$ cat config.mk
export PLATFORM = sky130hd
export DESIGN_NAME = conv_weight_bank
export DESIGN_NICKNAME = d
export VERILOG_FILES = /design/src/rtl/conv_weight_bank.sv
export SDC_FILE = /design/constraint.sdc
export NUM_CORES = 1
export LEC_CHECK = 0
export BUFFER_PORTS_ARGS = -buffer_cell sky130_fd_sc_hd__buf_2
export CORE_AREA = 2 2 212 214
export CTS_BUF_LIST = sky130_fd_sc_hd__clkbuf_16
export CTS_CLUSTER_DIAMETER = 200
export DETAILED_ROUTE_END_ITERATION = 7
export DIE_AREA = 0 0 214 216
export GPL_TIMING_DRIVEN = 0
export PLACE_DENSITY = 0.59
export SYNTH_ARGS = -nofsm -noshare
export SYNTH_HDL_FRONTEND = slang
export SYNTH_SLANG_ARGS = --single-unit
$ cat constraint.sdc
create_clock -name i_clk -period 2.1 [get_ports i_clk]
set_input_delay 0.21 -clock i_clk [delete_from_list [all_inputs] [get_ports i_clk]]
set_output_delay 0.21 -clock i_clk [all_outputs]
set_load 0.01 [all_outputs]
$ cat src/rtl/conv_weight_bank.sv
// Double-buffered KxK weight store: beats stream into a shadow bank, and a commit
// copies the whole shadow bank into the active bank in one cycle.
module conv_weight_slot #(
  parameter int DATA_W = 8
) (
  input  logic              i_clk,
  input  logic              i_rst,
  input  logic              i_wr,
  input  logic [DATA_W-1:0] i_d,
  input  logic              i_commit,
  output logic [DATA_W-1:0] o_act
);
  logic [DATA_W-1:0] shadow;

  // wr and commit are mutually exclusive by construction (LOAD vs FULL)
  always_ff @(posedge i_clk) begin
    if (i_rst) begin
      shadow <= '0;
      o_act  <= '0;
    end else begin
      if (i_wr)     shadow <= i_d;
      if (i_commit) o_act  <= shadow;
    end
  end
endmodule

module conv_weight_bank #(
  parameter  int DATA_W = 8,
  parameter  int K      = 5,
  localparam int N      = K * K,
  localparam int IDX_W  = (N > 1) ? $clog2(N) : 1
) (
  input  logic                i_clk,
  input  logic                i_rst,
  input  logic                i_start,
  input  logic                i_w_valid,
  input  logic [DATA_W-1:0]   i_w,
  output logic                o_w_ready,
  input  logic                i_commit,
  output logic [N*DATA_W-1:0] o_w,
  output logic [IDX_W-1:0]    o_idx,
  output logic                o_full,
  output logic                o_bank_vld,
  output logic                o_swap
);
  typedef enum logic [1:0] {IDLE, LOAD, FULL} state_t;
  state_t state;

  logic wr_en, commit_go;

  // a restart in LOAD drops the beat offered on the same cycle
  assign wr_en     = (state == LOAD) && i_w_valid && !i_start;
  assign commit_go = (state == FULL) && i_commit;
  assign o_w_ready = (state == LOAD);
  assign o_full    = (state == FULL);

  always_ff @(posedge i_clk) begin
    if (i_rst) begin
      state      <= IDLE;
      o_idx      <= '0;
      o_bank_vld <= 1'b0;
      o_swap     <= 1'b0;
    end else begin
      o_swap <= 1'b0;
      case (state)
        IDLE: begin
          if (i_start) begin
            state <= LOAD;
            o_idx <= '0;
          end
        end
        LOAD: begin
          if (i_start) begin
            o_idx <= '0;
          end else if (i_w_valid) begin
            if (o_idx == IDX_W'(N - 1)) begin
              o_idx <= '0;
              state <= FULL;
            end else begin
              o_idx <= o_idx + 1'b1;
            end
          end
        end
        FULL: begin
          if (i_commit) begin
            o_bank_vld <= 1'b1;
            o_swap     <= 1'b1;
            state      <= i_start ? LOAD : IDLE;
            o_idx      <= '0;
          end else if (i_start) begin
            state <= LOAD;
            o_idx <= '0;
          end
        end
        default: begin
          state <= IDLE;
          o_idx <= '0;
        end
      endcase
    end
  end

  for (genvar j = 0; j < N; j++) begin : g_slot
    conv_weight_slot #(.DATA_W(DATA_W)) u_slot (
      .i_clk    (i_clk),
      .i_rst    (i_rst),
      .i_wr     (wr_en && (o_idx == IDX_W'(j))),
      .i_d      (i_w),
      .i_commit (commit_go),
      .o_act    (o_w[j*DATA_W +: DATA_W])
    );
  end
endmodule

# Word-level counts from Yosys, hierarchy flattened
# Index checks and enable logic that the tools add are counted.
[word_totals]
regBits = 409
input_bits = 13
[op_classes]
addsub = 1
bitwise = 1
reduce_logical = 34
eq_ne = 30
muxes = 14
[op_table]
columns = ["op", "count"]
rows = [
  ["$eq 5x5->1 const B", 9],
  ["$eq 5x4->1 const B", 8],
  ["$logic_and 1x1->1", 28],
  ["$mux 5", 5],
  ["$eq 5x3->1 const B", 4],
  ["$pmux 5 s3", 1],
  ["$eq 5x2->1 const B", 2],
  ["$mux 2", 5],
  ["$pmux 2 s3", 1],
  ["$add 5x1->5 const B", 1],
  ["$eq 5x1->1 const B", 1],
  ["$logic_not 5->1", 1],
  ["$ne 2x2->1 const B", 2],
  ["$ne 3x3->1 const B", 1],
  ["$reduce_and 3->1", 1],
  ["$eq 2x1->1 const B", 1],
  ["$eq 2x2->1 const B", 1],
  ["$logic_not 2->1", 1],
  ["$mux 1", 2],
  ["$ne 2x1->1 const B", 1],
  ["$reduce_and 2->1", 1],
  ["$reduce_or 2->1", 1],
  ["$logic_not 1->1", 1],
  ["$not 1->1", 1],
]

# Longest topological paths before layout
# Gate-level depths: netlist (run 1).
[logic_depth]
ltp_word = 5
ltp_mapped = 8
ltp_nobuf = 6

# Modules after synthesis
# From an unflattened synthesis (run 1), not the netlist that was laid out.
[unflattened]
cells_unflattened = 1401
area_unflattened_um2 = 15253.4
[by_module_without_submodules]
columns = ["mod", "area_per_inst_um2", "cells_per_inst", "seq_area_each_um2", "n_inst"]
rows = [
  ["conv_weight_slot", 579.3, 52, 320.3, 25],
  ["conv_weight_bank", 770.7, 101, 180.2, 1],
]

# Worst setup path before layout (run 1)
# No wires, ideal clock.
[synth_timing]
path_kind = "register -> register"
start = "register o_idx[2]"
end = "register g_slot[15].u_slot.shadow[7]"
setup_slack_ps = 156
required_ps = 1968
setup_time_ps = 132
period_less_slack_ps = 1944
path_stages_with_launch = 9
t_arrival_ps = 1812
cell_sequence = "dfxtp_1 -> buf_2 -> buf_1 -> and3_1 -> ha_1 -> buf_1 -> inv_1 -> o21ai_0 -> a21oi_1"
[synth_between]
elab_chain_len = 2
[synth_lines]
columns = ["element", "line_no", "text"]
rows = [
  ["start, declared", "41", "output logic [IDX_W-1:0] o_idx,"],
  ["start signal, assigned", "80", "o_idx <= o_idx + 1'b1;"],
  ["$eq 5x4->1", "107", ".i_wr (wr_en && (o_idx == IDX_W'(j))),"],
  ["$logic_and 1x1->1", "107", ""],
  ["end signal, assigned", "21", "if (i_wr) shadow <= i_d;"],
  ["end, declared", "13", "logic [DATA_W-1:0] shadow;"],
]
# No other way between the ends.
# A chain may end at the register's enable or synchronous reset.

# Final worst setup path (run 1)
[layout_timing]
start = "register o_idx[0]"
end = "register g_slot[8].u_slot.shadow[4]"
[layout_between]
elab_chain_len = 2
[layout_lines]
columns = ["element", "line_no"]
rows = [
  ["$eq 5x4->1", "107"],
  ["$logic_and 1x1->1", "107"],
  ["end signal, assigned", "21"],
  ["end, declared", "13"],
]
# No other way between the ends.

==> results by group, run 1 <==
CTS
  • CTS sink count: slightly above 400
  • Root Driver: clkbuf_16
  • Clk_lat worst skew: approximately 570 ps
  • Postcts setup bufs: 0
  • Depth of the CTS H-tree: 2
  • Worst-path clk slew: 60 ps
  • CTS buffer count: 44
  • CTS tree: built
  • Clock Path Buffers: 3

Hold path
  • Hold WC Path Type: in -> reg

GRT
  • Tot GR Track Use: between 10% and 20%
  • Initial antenna violation count: 3
  • First-pass GRT wire length: 70260 um
  • Vias in the first global route: approximately 12000
  • Total grt overflow: 0
  • Largest net degree at the start of global routing: 18

Route
  • Via-to-Cell Ratio: around 4.8
  • Drt pass-1 iters: 5
  • Met3 routed WL: 2864 um
  • Post-Route WL: between 40000 and 50000 um
  • Avg WL per Cell: 17.97 um
  • Met2 routed WL: ~22000 um
  • Top Metal Used: met5
  • ANT nets after route: 0
  • Vias: approximately 12000
  • Initial DRC count: between 700 and 800
  • Met1 WL: ~21000 um
  • DR DRC count: 0

Floorplanning
  • IO Pins: 222
  • Die X: approximately 210 um
  • Num rows: slightly below 80
  • Core Region: 43840 um^2
  • Die H: 216 um
  • Initial Util: between 30% and 40%
  • Die area: roughly 46000 um^2

Worst setup path
  • Arrival time worst endpoint: ~2400 ps
  • Critical Setup Path Class: reg -> reg
  • CP required: roughly 2500 ps
  • Crit. End Element: register
  • Max FO, Critical Path: 8
  • Startpoint types: register

Layout
  • Commonest non-fill, non-tap cell in the layout: dfxtp_1
  • Commonest non-fill, non-tap cells in the layout: dfxtp_1 (409), nand2_1 (400), buf_2 (262), a21oi_1 (235), nand2b_1 (176)
  • Layout cells sized above 1: 18.20%
  • FILL cells: between 4000 and 5000
  • Layout area overhead: 21.84%
  • Nets: ~2000

Synth
  • Post-synth ARST share: 0%
  • EDFF count, synth: 0
  • Synth Cell Area: around 15000 um^2
  • Synthesized instance count: roughly 1700
  • Sequential share of the synthesized area: 53.60%
  • Mean Syn Cell Area: ~9 um^2
  • Mapped Nets: between 1500 and 2000
  • Warning count from the yosys run: 0
  • FF+latch count, synth: between 400 and 500
  • Top_reg_cell synth: dfxtp_1
  • Synth cell types: 40

Power
  • Gate power share: roughly 2.8%
  • VDD IR-drop max: 0.5177 mV
  • Psw: 3459 uW
  • Clk pwr share: 47.7%
  • Sequential Power Share: 49.5%
  • Leak: a little over 0.008 uW
  • Int Power: between 10000 and 15000 uW
  • Pwr dens: 844.0 nW/um^2
  • Net Sw Frac: 22.02%

Flow run
  • Max Cap Viol: 0

Placement
  • Detailed placer's ending HPWL: 33250 um
  • Final Wtd Congestion: around 0.85
  • Dpl ws: -482.0 ps
  • IO Port Bufs: between 200 and 250

Timing
  • Setup tns final: 0 ps
  • Max-slew violations: 0
  • # setup viols final: 0
  • Worst-Margin Slew: 977.4 ps
  • Tmin final: 2015 ps
  • Final hold viol count: 0
  • Peak Freq: 496.2 MHz
  • Worst Skew: between 15 and 20 ps
  • RSZ-0062 raised after global routing: true
  • Final cycle utilization of the critical path: between 90 and 100%
  • Slew headroom: 34.84%
  • PnR worst setup slack: roughly 85 ps

Outcome
  • Outcome: finished, final reports clean
-- state kept, by name (all words and copies together), names as in the netlist --
name and cells:
g_slot.u_slot.o_act 200, o_idx 5, state 2, g_slot.u_slot.shadow 200, o_bank_vld 1, o_swap 1
-- through the flow --
stage                     total power, uW  hold WS, ps  instances  utilization (%)  cell area (um^2)
final                               15710        51.09       2568            42.46             18610
after global routing                16210        103.2       2566            42.45             18610
after CTS                           15900        20.58       2566            42.36             18570
after detailed placement             8368        443.7       2483            39.05             17120
after global placement               8366        436.6       2483            39.05             17120
after floorplan                      8187        357.7       1671                -             15280
-- power groups by stage --
stage               combinational, uW  clock (uW)  sequential (uW)
floorplan                         247           0             7940
global placement                  425           0             7940
detailed placement                426           0             7940
CTS                               440        7690             7770
global route                      469        7980             7770
finish                            439        7500             7770
-- synth_stat cells, types with 5 or more instances --
library cell,n,share of area (%)
a21oi_1,235,7.7
nand2_1,400,9.8
nor2_1,8,0.20
nor2b_1,5,0.20
o21ai_0,36,1.2
buf_2,42,1.4
ha_1,5,0.41
inv_1,6,0.15
nand4_2,8,0.66
nand2b_1,176,7.2
nand3_1,35,1.1
dfxtp_1,409,54
mux2i_1,168,11
nand3_2,10,0.66
clkbuf_1,87,2.1
-- final cells by class --
class | instances | area, um^2 | area share (%)
Sequential cell | 409 | 8188 | 43.99
Multi-Input combinational cell | 1121 | 6520 | 35.03
Timing Repair Buffer | 228 | 1181 | 6.345
Clock buffer | 45 | 1126 | 6.050
Tap cell | 592 | 740.7 | 3.979
Buffer | 132 | 581.8 | 3.126
Clock inverter | 32 | 246.5 | 1.324
Inverter | 6 | 22.52 | 0.1210
Antenna cell | 3 | 7.507 | 0.04033
-- worst paths after layout --
kind | startpoint | to | slack [ps] | depth (start not counted)
setup / recovery | o_idx[0]$_SDFFE_PP0P_ | g_slot[8].u_slot.shadow[4]$_SDFFE_PP0P_ | 80 | 6
hold / removal | i_commit | o_idx[2]$_SDFFE_PP0P_ | 50 | 4
setup reg to reg | o_idx[0]$_SDFFE_PP0P_ | g_slot[8].u_slot.shadow[4]$_SDFFE_PP0P_ | 80 | 6
hold reg to reg | g_slot[11].u_slot.shadow[5]$_SDFFE_PP0P_ | g_slot[11].u_slot.o_act[5]$_SDFFE_PP0P_ | 450 | 2
-- worst max-delay path: stages (launching register included) --
cell and delay, ps:
dfxtp_1 380, inv_1 110, ha_1 230, and2_1 150, clkbuf_1 370, nand3_2 400
mux2i_1 210
-- kinds of logic after synthesis --
group / synth area share [%]
xor+xnor: 0.1147
fa+ha+maj: 0.4095
buf+inv: 3.931
flops: 53.60
mux: 11.01
compound gates: 9.361
simple gates: 21.58
-- layer usage --
metal	vias to the layer above	global-route usage (%)
li1	6060	-
met1	5811	25.11
met2	322	32.65
met3	80	4.524
met4	2	6.154
met5	-	0
-- what timing repair did --
action,4_1_cts,5_1_grt
hold buffers,8,0
gates cloned,0,0
endpoints found under the setup margin,196,57
hold endpoints to repair,32,0
gates resized for setup,5,17
Note: power is estimated with default switching activity, not from simulation.
==> run 2: changes to the inputs <==
--- a/config.mk
+++ b/config.mk
@@ -6,6 +6,7 @@
 export NUM_CORES = 1
 export LEC_CHECK = 0
 export BUFFER_PORTS_ARGS = -buffer_cell sky130_fd_sc_hd__buf_2
+export CAP_MARGIN = 20
 export CORE_AREA = 2 2 212 214
 export CTS_BUF_LIST = sky130_fd_sc_hd__clkbuf_16
 export CTS_CLUSTER_DIAMETER = 200
@@ -15,4 +16,5 @@
 export PLACE_DENSITY = 0.59
 export SYNTH_ARGS = -nofsm -noshare
 export SYNTH_HDL_FRONTEND = slang
+export SYNTH_HIERARCHICAL = 1
 export SYNTH_SLANG_ARGS = --single-unit
==> run 2 against run 1 <==
Net effect:
- design area shrank 0.72%
- sequential share of layout area grew 0.33 points
- combinational power shrank 8.7%
- via count shrank 16%
- clock power shrank 3.7%
- worst setup slack gained 150 ps
- critical path type unchanged
- critical endpoint is now g_slot[2].u_slot/shadow[7]$_SDFFE_PP0P_
- highest routed layer is now met4
==> results by group, run 2 <==
Worst setup path
  • Max FO, Critical Path: 9
  • End of the worst register-to-register path: g_slot[2].u_slot/shadow[7]$_SDFFE_PP0P_
  • Arrival time worst endpoint: 2310 ps
  • CP required: 2540 ps
  • Startpoint types: register
  • R2r worst-path depth: 8
  • Critical Setup Path Class: reg -> reg
  • FF-to-FF Start: state[1]$_SDFFE_PP0P_
  • Crit. End Element: register
  • R2R Setup Slk: between 200 and 250 ps

Power
  • Sequential Power Share: 50.5%
  • Pwr dens: ~830 nW/um^2
  • Gate power share: approximately 2.6%
  • Net Sw Frac: between 20% and 30%
  • Int Power: 11970 uW
  • Clk pwr share: between 40% and 50%
  • VDD IR-drop max: approximately 0.55 mV
  • Leak: 0.007174 uW
  • Psw: 3432 uW

CTS
  • Clk_lat worst skew: between 500 and 600 ps
  • Worst-path clk slew: about 60 ps
  • Depth of the CTS H-tree: 2
  • Root Driver: clkbuf_16
  • CTS buffer count: 44
  • CTS sink count: roughly 410
  • Clock Path Buffers: 3
  • CTS tree: built

Synth
  • Most area-consuming cells after synthesis: dfxtp_1 (54%), mux2i_1 (26%), nor2_1 (10%)
  • Synth cell types: 35
  • Post-synthesis mux area share: around a quarter
  • Post-synthesis compound-gate area fraction: 0.7054%
  • Post-synth top cells: nor2_1 (419), dfxtp_1 (409), mux2i_1 (400), buf_6 (76), clkbuf_2 (25)
  • Top_reg_cell synth: dfxtp_1
  • Mapped Nets: about 1400
  • Most common cell in the netlist: nor2_1
  • Largest family of logic cells by synthesized area: multiplexers
  • Yosys top cell area share: approximately 54%
  • Warning count from the yosys run: 6
  • FF+latch count, synth: approximately 410
  • Simple-Gate Fraction of Synth Area: between 10% and 20%
  • Synth Area in Adders: 0.4101%
  • Sequential share of the synthesized area: 53.68%
  • EDFF count, synth: 0
  • Post-synth ARST share: 0%
  • Mean Syn Cell Area: roughly 11 um^2
  • Area leader, netlist: dfxtp_1
  • Post-Synth XOR/XNOR Area: 0%
  • Synthesized instance count: approximately 1400
  • Synth Cell Area: between 15000 and 20000 um^2

Floorplanning
  • Die X: around 210 um
  • Die area: ~46000 um^2
  • IO Pins: ~220
  • Num rows: between 70 and 80
  • Die H: about 220 um
  • Core Region: 43840 um^2
  • Initial Util: 34.80%

Layout
  • Finished Cell Area: around 18000 um^2
  • Commonest non-fill, non-tap cell in the layout: nor2_1
  • FILL cells: between 4000 and 5000
  • Layout cells sized above 1: 23.36%
  • Nets: about 1700
  • Layout area overhead: 21.15%
  • Commonest non-fill, non-tap cells in the layout: nor2_1 (418), dfxtp_1 (408), mux2i_1 (400), buf_2 (222), buf_6 (76)
  • Regs by FF count: g_slot.u_slot/o_act x200, g_slot.u_slot/shadow x200, o_idx x5

Timing
  • # setup viols final: 0
  • Worst-Margin Slew: 1071 ps
  • Peak Freq: between 500 and 600 MHz
  • Worst Skew: 22.97 ps
  • PnR worst setup slack: around 230 ps
  • Max-slew violations: 0
  • Slew headroom: 28.59%
  • Setup tns final: 0 ps
  • Tmin final: approximately 1900 ps
  • RSZ-0062 raised after global routing: false
  • Final hold viol count: 0
  • Final cycle utilization of the critical path: 88.94%

Route
  • Drt pass-1 iters: 4
  • Initial DRC count: approximately 560
  • Avg WL per Cell: between 15 and 20 um
  • ANT nets after route: 0
  • Post-Route WL: 39110 um
  • Via-to-Cell Ratio: ~4.5
  • DR DRC count: 0
  • Vias: just over 10000

Flow run
  • Max Cap Viol: 0

GRT
  • Initial antenna violation count: 1
  • Tot GR Track Use: between 15 and 20%
  • First-pass GRT wire length: between 50000 and 60000 um
  • Largest net degree at the start of global routing: 33
  • Vias in the first global route: about 10000
  • Total grt overflow: 0

Hold path
  • Hold path cells: 4
  • Hold path start: i_start
  • Worst Hold Path EP: o_idx[0]$_SDFFE_PP0P_
  • Hold WC Path Type: in -> reg

Placement
  • Dpl ws: -128.3 ps
  • Post-place instance area: around 17000 um^2
  • IO Port Bufs: about 220
  • Detailed placer's ending HPWL: around 25000 um
  • Final Wtd Congestion: 0.7309

Outcome
  • Outcome: finished, final reports clean
## run 2: cell count changes after synthesis, sizes merged, moves of 30 or more
cell	previous run	this run
nor2	9	419
nand2b	176	2
nand2	400	8
a21oi	235	5
o21ai	36	1
clkbuf	87	25
mux2i	168	400
nand3	47	1
buf	48	78
## run 2: through the flow
stage / total power [uW] / util (%) / instances / hold slack (ps)
6_report: 15400 / 42.16 / 2297 / 56.25
5_1_grt: 15950 / 42.16 / 2297 / 63.46
4_1_cts: 15650 / 42.12 / 2296 / 6.235
3_5_place_dp: 8349 / 39.06 / 2215 / 476.9
3_3_place_gp: 8347 / 39.01 / 2214 / 465.1
2_1_floorplan: 8136 / - / 1401 / 281.6
## run 2: timing repair
action	CTS	global route
hold buffers	1	0
endpoints found under the setup margin	25	149
hold endpoints to repair	1	0
gates cloned	0	0
setup buffers	1	0
pin swaps	1	0
resized for setup	2	6
## run 2: cell families after synthesis
logic type,count (synthesis)
buffers and inverters,108
adders and majority gates,5
muxes,400
AOI/OAI and AO/OA,15
and+or+nand+nor,464
DFF,409
## run 2: per-layer routing
| layer | wire length [um] | share of wire, % | GRT usage [%] |
|---|---|---|---|
| met1 | 18110 | 46 | 21.64 |
| met2 | 18000 | 46 | 26.97 |
| met3 | 2216 | 5.7 | 4.736 |
| met4 | 781 | 2.0 | 4.615 |
| met5 | 0 | 0 | 0 |
## run 2: power by group through the flow
stage / registers [uW] / logic (uW) / clock network, uW
6_report: 7770 / 401 / 7220
5_1_grt: 7770 / 433 / 7750
4_1_cts: 7770 / 409 / 7470
3_5_place_dp: 7940 / 405 / 0
3_3_place_gp: 7940 / 403 / 0
2_1_floorplan: 7940 / 194 / 0
## run 2: worst max-delay path, stage by stage, from the launching register on
cell and delay (ps):
dfxtp_1 310, buf_6 130, nor2_1 160, and3_1 260
nand2_2 200, nor3_4 230, buf_6 190, mux2i_1 210
nor2_1 50
## run 2: how the worst max path moves through the flow
stage | start | endpoint | slack, ps | cells after the start
floorplan | state[1]$_SDFFE_PP0P_ | g_slot[0].u_slot/o_act[5]$_SDFFE_PP0P_ | 360 | 6
detailed placement | o_idx[0]$_SDFFE_PP0P_ | g_slot[0].u_slot/shadow[0]$_SDFFE_PP0P_ | -130 | 7
CTS | state[0]$_SDFFE_PP0P_ | g_slot[9].u_slot/o_act[6]$_SDFFE_PP0P_ | 20 | 6
global placement | state[0]$_SDFFE_PP0P_ | g_slot[6].u_slot/o_act[5]$_SDFFE_PP0P_ | -210 | 5
finish | state[1]$_SDFFE_PP0P_ | g_slot[2].u_slot/shadow[7]$_SDFFE_PP0P_ | 230 | 8
global route | o_idx[0]$_SDFFE_PP0P_ | g_slot[8].u_slot/shadow[6]$_SDFFE_PP0P_ | 40 | 8
## run 2: cell type report
type                       instances  area [um^2]  share of cell area [%]
clock inverter                    34        188.9                   1.022
multi-input combinational        884         6077                   32.88
clock buffer                      45         1126                   6.093
timing repair buffer             224         1144                   6.188
tap                              592        740.7                   4.008
buffer                           103        993.5                   5.376
antenna                            1        2.502                 0.01354
sequential                       409         8189                   44.31
inverter                           5        18.77                  0.1016
